==> config.mk <==
export PLATFORM = sky130hd
export DESIGN_NAME = pwr_seq_flat
export DESIGN_NICKNAME = d
export VERILOG_FILES = /design/src/rtl/pwr_seq_if.sv /design/src/rtl/pwr_seq.sv /design/src/flat_wrapper.sv
export SDC_FILE = /design/constraint.sdc
export NUM_CORES = 1
export LEC_CHECK = 0
export ABC_CLOCK_PERIOD_IN_PS = 7800
export CAP_MARGIN = 20
export CORE_UTILIZATION = 45
export CTS_CLUSTER_DIAMETER = 200
export DETAILED_ROUTE_END_ITERATION = 8
export PLACE_DENSITY = 0.67
export SLEW_MARGIN = 30
export SYNTH_ARGS = -nofsm -noshare
export SYNTH_HDL_FRONTEND = slang
export SYNTH_SLANG_ARGS = --single-unit
==> constraint.sdc <==
create_clock -name clk -period 7.8 [get_ports clk]
set_input_delay 2.34 -clock clk [delete_from_list [all_inputs] [get_ports clk]]
set_output_delay 2.34 -clock clk [all_outputs]
set_load 0.02 [all_outputs]
==> src/rtl/pwr_seq_if.sv <==
// Handshake bundle between the power sequencer and the SoC power register,
// wake button, CPU reset tree and regulator enable pin.
interface pwr_seq_if;
  logic       poweroff_rq;
  logic       wake_btn;
  logic       cpu_resetn;
  logic       pwr_en;
  logic       busy;
  logic [2:0] state;

  modport master (
    output poweroff_rq,
    output wake_btn,
    input  cpu_resetn,
    input  pwr_en,
    input  busy,
    input  state
  );

  modport slave (
    input  poweroff_rq,
    input  wake_btn,
    output cpu_resetn,
    output pwr_en,
    output busy,
    output state
  );
endinterface

==> src/rtl/pwr_seq.sv <==
// Power sequencer: cancellable grace period, CPU reset hold, rail off,
// and a debounced wake button that brings the rail back and releases the CPU.
module pwr_seq #(
  parameter int GRACE_CYCLES    = 1024,
  parameter int HOLD_CYCLES     = 256,
  parameter int DEBOUNCE_CYCLES = 65536,
  parameter int CNT_W           = 17
) (
  input  logic        clk,
  input  logic        resetn,
  pwr_seq_if.slave    bus
);

  typedef enum logic [2:0] {
    ST_ON    = 3'd0,
    ST_GRACE = 3'd1,
    ST_HALT  = 3'd2,
    ST_OFF   = 3'd3,
    ST_WAKE  = 3'd4
  } state_t;

  localparam logic [CNT_W-1:0] GRACE_LOAD = CNT_W'(GRACE_CYCLES - 1);
  localparam logic [CNT_W-1:0] HOLD_LOAD  = CNT_W'(HOLD_CYCLES - 1);
  localparam logic [CNT_W-1:0] DEB_LAST   = CNT_W'(DEBOUNCE_CYCLES - 1);

  state_t           state_q, state_d;
  logic [CNT_W-1:0] cnt_q, cnt_d;
  logic [CNT_W-1:0] dcnt_q, dcnt_d;
  logic             sync1_q, sync2_q;
  logic             cpu_resetn_q, cpu_resetn_d;
  logic             pwr_en_q, pwr_en_d;
  logic             busy_q, busy_d;

  always_ff @(posedge clk) begin
    if (!resetn) begin
      state_q      <= ST_WAKE;
      cnt_q        <= HOLD_LOAD;
      dcnt_q       <= '0;
      sync1_q      <= 1'b0;
      sync2_q      <= 1'b0;
      cpu_resetn_q <= 1'b0;
      pwr_en_q     <= 1'b1;
      busy_q       <= 1'b1;
    end else begin
      state_q      <= state_d;
      cnt_q        <= cnt_d;
      dcnt_q       <= dcnt_d;
      sync1_q      <= bus.wake_btn;
      sync2_q      <= sync1_q;
      cpu_resetn_q <= cpu_resetn_d;
      pwr_en_q     <= pwr_en_d;
      busy_q       <= busy_d;
    end
  end

  // Outputs are decoded from the next state so they change on the same edge as state.
  always_comb begin
    state_d = state_q;
    cnt_d   = cnt_q;
    dcnt_d  = '0;
    case (state_q)
      ST_ON: begin
        if (bus.poweroff_rq) begin
          state_d = ST_GRACE;
          cnt_d   = GRACE_LOAD;
        end
      end
      ST_GRACE: begin
        if (!bus.poweroff_rq) begin
          state_d = ST_ON;
        end else if (cnt_q == '0) begin
          state_d = ST_HALT;
          cnt_d   = HOLD_LOAD;
        end else begin
          cnt_d = cnt_q - 1'b1;
        end
      end
      ST_HALT: begin
        if (cnt_q == '0) begin
          state_d = ST_OFF;
        end else begin
          cnt_d = cnt_q - 1'b1;
        end
      end
      ST_OFF: begin
        if (sync2_q) begin
          if (dcnt_q == DEB_LAST) begin
            state_d = ST_WAKE;
            cnt_d   = HOLD_LOAD;
          end else if (dcnt_q != '1) begin
            dcnt_d = dcnt_q + 1'b1;
          end else begin
            dcnt_d = dcnt_q;
          end
        end
      end
      ST_WAKE: begin
        if (cnt_q == '0) begin
          state_d = ST_ON;
        end else begin
          cnt_d = cnt_q - 1'b1;
        end
      end
      default: begin
        state_d = ST_WAKE;
        cnt_d   = HOLD_LOAD;
      end
    endcase

    cpu_resetn_d = (state_d == ST_ON) || (state_d == ST_GRACE);
    pwr_en_d     = (state_d != ST_OFF);
    busy_d       = (state_d != ST_ON);
  end

  assign bus.state      = state_q;
  assign bus.cpu_resetn = cpu_resetn_q;
  assign bus.pwr_en     = pwr_en_q;
  assign bus.busy       = busy_q;

endmodule

==> src/flat_wrapper.sv <==
// flat-port wrapper written by rule: the top's interface ports become plain ports
module pwr_seq_flat 
#(
  parameter int GRACE_CYCLES    = 1024,
  parameter int HOLD_CYCLES     = 256,
  parameter int DEBOUNCE_CYCLES = 65536,
  parameter int CNT_W           = 17
)
  (clk, resetn, bus_poweroff_rq, bus_wake_btn, bus_cpu_resetn, bus_pwr_en, bus_busy, bus_state);
  pwr_seq_if bus_i ();
  input  logic clk;
  input  logic resetn;
  input wire logic [$bits(bus_i.poweroff_rq)-1:0] bus_poweroff_rq;
  input wire logic [$bits(bus_i.wake_btn)-1:0] bus_wake_btn;
  output wire logic [$bits(bus_i.cpu_resetn)-1:0] bus_cpu_resetn;
  output wire logic [$bits(bus_i.pwr_en)-1:0] bus_pwr_en;
  output wire logic [$bits(bus_i.busy)-1:0] bus_busy;
  output wire logic [$bits(bus_i.state)-1:0] bus_state;
  assign bus_i.poweroff_rq = bus_poweroff_rq;
  assign bus_i.wake_btn = bus_wake_btn;
  assign bus_cpu_resetn = bus_i.cpu_resetn;
  assign bus_pwr_en = bus_i.pwr_en;
  assign bus_busy = bus_i.busy;
  assign bus_state = bus_i.state;
  pwr_seq #(.GRACE_CYCLES(GRACE_CYCLES), .HOLD_CYCLES(HOLD_CYCLES), .DEBOUNCE_CYCLES(DEBOUNCE_CYCLES), .CNT_W(CNT_W)) u_core (.clk(clk), .resetn(resetn), .bus(bus_i));
endmodule
After elaboration in Yosys (flattened, before gate mapping)
Index checks and enable logic that the tools add are counted.
Widths: inputs -> output; s select.
- register bits after elaboration: 42
- latch bits: 0
- memory bits (writable): 0
- ROM bits: 0
- bits of input ports: 4
- word-level logic and storage cells: 49
- memories: 0
- add/subtract/negate cells: 2
- multipliers: 0
- divide/modulo/power cells: 0
- $lt $le $gt $ge: 0
- equal/unequal tests: 13
- shift operators: 0
- multiplexer cells: 15
- bitwise logic cells: 3
- reduce and logical (&&, ||, !) cells: 8
- operator list (operator ; number):
    $mux 17 ; 6
    $pmux 17 s4 ; 1
    $mux 3 ; 7
    $add 17x1->17 const B ; 1
    $eq 17x16->1 const B ; 1
    $logic_not 17->1 ; 1
    $ne 17x17->1 const B ; 1
    $sub 17x1->17 const B ; 1
    $pmux 3 s5 ; 1
    $eq 3x1->1 const B ; 2
    $eq 3x2->1 const B ; 2
    $logic_not 3->1 ; 2
    $ne 2x2->1 const B ; 3
    $reduce_and 5->1 ; 1
    $ne 2x1->1 const B ; 2
    $reduce_or 4->1 ; 1
    $eq 3x3->1 const B ; 1
    $ne 3x2->1 const B ; 1
    $not 1->1 ; 3
    $reduce_bool 3->1 ; 1
    $reduce_or 2->1 ; 1
    $logic_or 1x1->1 ; 1

Depth between registers and ports, before layout
Gate-level depths: netlist (run 1).
- depth in word-level cells: 6
- gate-level depth with buffers: 12
- gate-level depth less buffers: 10

Worst setup path after synthesis (run 1)
OpenSTA, ideal clock, no wires.
- path kind: input -> register
- from: input port bus_poweroff_rq
- to: register u_core.cnt_q[5]
- setup time: 0.127 ns
- arrival time: 3.383 ns
- required time: 7.673 ns
- setup slack: 4.290 ns
- stages: 7
- buffers on the path: 2
- cells stage by stage: nor2_1 -> a31oi_1 -> nor2_1 -> buf_2 -> buf_2 -> o31ai_1 -> nand3_1
- cells in the longest elaborated chain, start to end: 2
- elaborated cells between the ends (all ways): 3
- classes of those cells: 2 x eq/ne; 1 x reduce/logical
- RTL lines (what ; line ; text):
    from (decl) ; flat_wrapper.sv:13 ; input wire logic [$bits(bus_i.poweroff_rq)-1:0] bus_poweroff_rq;
    $ne 2x2->1 (no source line) ; - ;
    $reduce_and 5->1 (no source line) * ; - ;
    to (signal assigned) ; pwr_seq.sv:46 ; cnt_q <= cnt_d;
    to (decl) ; pwr_seq.sv:27 ; logic [CNT_W-1:0] cnt_q, cnt_d;
Mark *: on every way between the ends. The rest lies on a longest branch, timed or not.
A chain may end at the register's enable or synchronous reset.

Worst setup path in the final report (run 1)
- from: input port bus_poweroff_rq
- to: register u_core.cnt_q[12]
Same word-level chain as after synthesis.

==> results of run 1 <==
cell families after synthesis:
logic type,after synthesis,share of synthesized area [%]
buf+inv,27,6.25
mux,1,0.435
fa+ha+maj,5,2.72
flops,42,36.5
simple gates,116,29.2
compound gates,59,18.8
xor+xnor,16,6.09
how the worst max path moves through the flow:
stage          cells after the start  slack [ns]                            end
3_5_place_dp                       7        3.35  u_core.cnt_q[12]$_SDFFE_PN0P_
5_1_grt                            7        3.54  u_core.cnt_q[12]$_SDFFE_PN0P_
6_report                           7        3.66  u_core.cnt_q[12]$_SDFFE_PN0P_
3_3_place_gp                       7        3.41  u_core.cnt_q[11]$_SDFFE_PN0P_
2_1_floorplan                      7        4.29   u_core.cnt_q[5]$_SDFFE_PN1P_
4_1_cts                            1        3.66                   bus_state[2]
worst reg2reg max path: cells and delay by family (launching register included):
family          cells  cell delay (ns)
compound gates      2             0.56
fa+ha+maj           1             0.25
flops               1             0.40
buf+inv             1             0.24
simple gates        7             1.66
synthesized netlist by cell type (all sizes together), types with 2 or more instances:
cell type and number:
nand4 7, a21oi 9, nor4 7, or4 9, nor3 5, nand2b 2
inv 10, o31a 5, and4 4, nor2b 2, nand3 13, a21o 2
and2 3, nand2 17, xor2 13, o21bai 2, o31ai 8, nor2 30
clkbuf 6, buf 11, nand4b 2, o211ai 5, o311ai 3, ha 5
or3 8, o21ai 14, nand3b 2, xnor2 3, dfxtp 42, a31oi 2
and3 2
layout make-up:
cell class / instances / area share, %
clock buffers: 5 / 2.80
inverters: 10 / 1.53
repair buffers: 10 / 3.97
flip-flops and latches: 42 / 34.2
well taps: 67 / 3.41
multi-input cells: 197 / 53.6
clock inverters: 2 / 0.408
power by group:
group          switching (W)  internal, W
logic             0.00000593   0.00000438
clock network      0.0000718    0.0000601
registers         0.00000189     0.000216
stage by stage:
stage / power (W) / hold slack [ns] / instance area, sq um / std cells
after global placement: 0.000233 / 0.433 / 2380 / 326
after detailed placement: 0.000233 / 0.434 / 2380 / 326
after floorplan: 0.000229 / 0.412 / 2300 / 266
final: 0.000360 / 0.450 / 2460 / 333
after CTS: 0.000366 / 0.451 / 2460 / 333
after global routing: 0.000379 / 0.490 / 2460 / 333
per-layer routing:
layer	share of wire [%]	wire (um)	track usage [%]
met1	49	2250	24.5
met2	46	2110	28.4
met3	3.0	137	4.53
met4	1.5	70	5.77
met5	0	0	0
registers in the layout, summed over array words and instances (netlist names):
name / flops
u_core.bus.busy: 1
u_core.bus.cpu_resetn: 1
u_core.bus.pwr_en: 1
u_core.bus.state: 3
u_core.cnt_q: 17
u_core.dcnt_q: 17
u_core.sync1_q: 1
u_core.sync2_q: 1
==> impl_metrics.py, run 1 <==
metrics = {
    "detailed_routing": {
        "drc": 0,
        "ant_nets": 0,
        "viasPerCell": 5.74,
        "routed_wl_mm": 4.58,
        "wl_per_cell_um": 13.7,
        "drt_iter0_drc": 159,
        "first_pass_iters": 4,
        "vias": 1913,
    },
    "clock_network": {
        "cts_setup_buffers": 0,
        "cts_buffers": 5,
        "h-tree-depth": 2,
        "cts_resized": 0,
        "ctsHoldBuffers": 0,
        "clockRootBuffer": "clkbuf_8",
        "cts.sinks": 42,
        "cts_buffer_depth": 2,
        "cts.clk_slew.worst_paths_ns": 0.08,
        "clk_latency_ns": 0.29,
        "cts_tree": "built",
    },
    "yosys": {
        "synth_area_leaders": "dfxtp_1, xor2_1, nor2_1",
        "synthArstFlopShare_pct": 0,
        "synth_flop_cell": "dfxtp_1",
        "synth-seq-cells": 42,
        "synth_cells": 266,
        "yosys.area.top_type": "dfxtp_1",
        "netlist.area_leader.share_pct": 36.5,
        "syn_area_per_cell_sq_um": 8.65,
        "synth_nets": 275,
        "yosys.cell_types.count": 58,
        "syn_area_sq_um": 2300,
        "ys_warn_count": 0,
        "synth-seq-area-share_pct": 36.5,
        "synth_enable_flop_cells": 0,
    },
    "setup_path": {
        "cp_max_fo": 24,
        "cp.required_ns": 8.02,
        "crit_arrival_ns": 4.36,
        "rr_worst_depth": 11,
        "r2r-start": "u_core.dcnt_q[6]$_SDFFE_PP0P_",
        "cp_slowest_cell": "clkdlybuf4s50_1",
        "crit_buf_inv": 2,
        "reg2reg_to": "u_core.cnt_q[12]$_SDFFE_PN0P_",
        "r2r_slack_ns": 4.62,
        "cp_cell_sequence": "clkdlybuf4s50_1, nor2_1, a31oi_1, nor2_1, buf_4, or4_1, a21oi_1",
        "critPathKind": "in -> reg",
        "path_common_cell": "nor2_1",
        "slowest_delay_ns": 0.55,
        "path_delay_family": "buffers and inverters",
        "cp-end-kind": "flip-flop",
        "crit_start": "bus_poweroff_rq",
        "worst_setup_path_start_kind": "input pin",
    },
    "min_path": {
        "holdCritStartpoint": "u_core.sync1_q$_SDFF_PN0_",
        "whs_path_depth": 1,
        "holdPathEnd": "u_core.sync2_q$_SDFF_PN0_",
        "hold_class": "reg -> reg",
    },
    "floorplan": {
        "die_w_um": 73.5,
        "coreArea_sq_um": 4820,
        "start_util_pct": 47.8,
        "num_rows": 25,
        "ioPinCount": 10,
        "die_h_um": 73.5,
        "dieArea_sq_um": 5410,
    },
    "global_route": {
        "grt_first_pass_wirelength_mm": 7.65,
        "antenna_found_initial": 0,
        "grt_usage_pct": 18.2,
        "grt_max_degree": 27,
        "grt_overflow": 0,
        "grt_pass1_vias": 1639,
    },
    "placed_design": {
        "dpl.hpwl_mm": 3.20,
        "io_buffer_count": 9,
        "place_ws_ns": 3.35,
        "globalplace.congestion": 0.785,
    },
    "flow_run": {
        "maxCapViolCount": 0,
    },
    "timing": {
        "slew_violations": 0,
        "fmax_mhz": 242,
        "period_needed_ns": 4.14,
        "rsz0062_at_grt": "no",
        "finClkSkew_ns": 0.0124,
        "setup-tns-final_ns": 0,
        "setup_ws_ns": 3.66,
        "relSlewSlack_pct": 43.4,
        "fin_crit_sh_pct": 53.0,
        "hold_violations": 0,
        "finalSetupViolCount": 0,
        "worst_pin_slew_ns": 0.841,
    },
    "cells_and_area": {
        "area_growth_pct": 6.68,
        "finish.utilization_pct": 51.0,
        "seqCellArea_sq_um": 841,
        "n_fill_cell": 472,
        "layout-drive-gt1-share_pct": 7.89,
        "multiInputGateArea_sq_um": 1320,
        "n_antenna_cell": 0,
        "final_common_cell": "dfxtp_1",
        "fin_nets": 275,
        "final_cell_mix": "dfxtp_1, nor2_1, nand2_1",
    },
    "power_and_ir_drop": {
        "p_per_area_nw_per_um2": 147,
        "ir_drop_v": 0.000126,
        "p_leak_nw": 0.808,
    },
    "outcome": {
        "status": "complete, no violations",
    },
}
(Power assumes the default switching activity.)
==> inputs of run 2 (changes only) <==
ABC_CLOCK_PERIOD_IN_PS = 4300   (was 7800)
clock period = 4.3 ns   (was 7.8 ns; I/O delays follow)
==> run 2 against run 1 <==
  * Critical path depth up 4
  * Routed wire length is 1.0% lower
  * Sequential power rose by 82%
  * Utilization grew 0.55 points
  * Combinational power grew 91%
  * Clock power rose by 98%
  * Sequential cell count unchanged
  * Die area did not move
  * First-iteration DRC count decreased by 25%
  * Global-route usage hardly changed
  * Clock-buffer cell count rose by 2
  * Hold slack worse by 0.015 ns
  * Critical endpoint is now u_core.cnt_q[5]$_SDFFE_PN1P_
  * Highest routed layer unchanged
==> impl_metrics.py, run 2 (synthesis results as in run 1) <==
metrics = {
    "cells_and_area": {
        "fin_nets": 276,
        "n_antenna_cell": 0,
        "n_fill_cell": 471,
        "finish.utilization_pct": 51.5,
        "final_common_cell": "dfxtp_1",
        "seqCellArea_sq_um": 841,
        "layout-drive-gt1-share_pct": 8.58,
        "final_cell_mix": "dfxtp_1, nor2_1, nand2_1",
        "multiInputGateArea_sq_um": 1320,
        "area_growth_pct": 7.83,
        "final_area_sq_um": 2480,
    },
    "setup_path": {
        "path_delay_family": "simple AND/OR/NAND/NOR gates",
        "cp.depth": 11,
        "cp_slowest_cell": "or4_1",
        "critPathKind": "reg -> reg",
        "crit_arrival_ns": 3.54,
        "cp.required_ns": 4.53,
        "rr_worst_depth": 11,
        "slowest_delay_ns": 0.52,
        "cp-end-kind": "flip-flop",
        "cp_max_fo": 14,
        "crit_buf_inv": 1,
        "cp_cell_sequence": "and4_1, and4_1, nand2_1, nor4_1, ha_1, nand2_1, a31oi_1, nor2_1, buf_4, or4_1, nand3_1",
        "worst_setup_path_start_kind": "flip-flop",
    },
    "clock_network": {
        "cts_buffer_depth": 2,
        "cts.clk_slew.worst_paths_ns": 0.08,
        "cts_setup_buffers": 0,
        "clockRootBuffer": "clkbuf_8",
        "cts_buffers": 5,
        "ctsHoldBuffers": 0,
        "cts.sinks": 42,
        "h-tree-depth": 2,
        "clk_latency_ns": 0.29,
        "cts_resized": 0,
        "cts_tree": "built",
    },
    "detailed_routing": {
        "wl_per_cell_um": 13.5,
        "routed_wl_mm": 4.53,
        "vias": 1886,
        "ant_nets": 0,
        "viasPerCell": 5.63,
        "drt_iter0_drc": 120,
        "first_pass_iters": 4,
        "drc": 0,
    },
    "placed_design": {
        "globalplace.congestion": 0.792,
        "dpl.hpwl_mm": 3.09,
        "place_ws_ns": 0.768,
        "postPlaceCellArea_sq_um": 2380,
        "io_buffer_count": 9,
    },
    "timing": {
        "fin_crit_sh_pct": 77.0,
        "finalSetupViolCount": 0,
        "worst_pin_slew_ns": 0.856,
        "period_needed_ns": 3.31,
        "rsz0062_at_grt": "no",
        "relSlewSlack_pct": 42.9,
        "finClkSkew_ns": 0.00505,
        "setup-tns-final_ns": 0,
        "slew_violations": 0,
        "fmax_mhz": 302,
        "hold_violations": 0,
        "setup_ws_ns": 0.989,
    },
    "global_route": {
        "grt_max_degree": 27,
        "grt_usage_pct": 18.2,
        "grt_pass1_vias": 1627,
        "antenna_found_initial": 0,
        "grt_first_pass_wirelength_mm": 7.61,
        "grt_overflow": 0,
    },
    "floorplan": {
        "die_h_um": 73.5,
        "ioPinCount": 10,
        "dieArea_sq_um": 5410,
        "coreArea_sq_um": 4820,
        "die_w_um": 73.5,
        "start_util_pct": 47.8,
        "num_rows": 25,
    },
    "power_and_ir_drop": {
        "p_per_area_nw_per_um2": 273,
        "p_leak_nw": 0.818,
        "ir_drop_v": 0.000189,
    },
    "outcome": {
        "status": "complete, no violations",
    },
    "min_path": {
        "whs_path_depth": 1,
        "hold_class": "reg -> reg",
    },
    "flow_run": {
        "maxCapViolCount": 0,
    },
}
run 2: changes by cell type in the layout (fill, tap and decap cells not counted), sizes merged:
cell,previous run,this run
clkbuf,5,7
buf,1,2
clkinv,2,1
run 2: final timing paths:
path	startpoint	endpoint	slack, ns
worst max register to register	u_core.dcnt_q[6]$_SDFFE_PP0P_	u_core.cnt_q[5]$_SDFFE_PN1P_	0.99
worst min-delay path	u_core.sync1_q$_SDFF_PN0_	u_core.sync2_q$_SDFF_PN0_	0.43
worst min register to register	u_core.sync1_q$_SDFF_PN0_	u_core.sync2_q$_SDFF_PN0_	0.43
worst max-delay path	u_core.dcnt_q[6]$_SDFFE_PP0P_	u_core.cnt_q[5]$_SDFFE_PN1P_	0.99
run 2: area by class of cell:
class	instances	area share (%)
clock buffer	7	3.48
inverter	10	1.51
sequential	42	33.9
multi-input combinational	197	53.3
tap	67	3.38
timing repair buffer	11	4.23
clock inverter	1	0.202
run 2: layer usage:
layer | vias to the layer above | track usage, % | routed length [um]
met5 | - | 0 | 0
met4 | 0 | 4.49 | 35
met2 | 29 | 28.2 | 2080
li1 | 978 | - | -
met3 | 5 | 4.94 | 174
met1 | 874 | 24.9 | 2240
run 2: worst reg2reg max path, delay by kind of cell, from the launching register on:
kind,cells,cell delay [ns]
simple gates,8,1.98
compound gates,1,0.31
buf+inv,1,0.29
flops,1,0.40
fa+ha+maj,1,0.27
run 2: stage by stage:
step	total power, W	hold slack [ns]	cells
5_1_grt	0.000707	0.465	335
6_report	0.000678	0.435	335
2_1_floorplan	0.000416	0.412	266
4_1_cts	0.000684	0.440	335
3_3_place_gp	0.000424	0.417	327
3_5_place_dp	0.000424	0.421	327
run 2: power by group:
| group | internal (W) | switching, W |
|---|---|---|
| Sequential | 0.000392 | 0.00000407 |
| Clock | 0.000130 | 0.000133 |
| Combinational | 0.00000879 | 0.0000109 |
| Total | 0.000530 | 0.000147 |
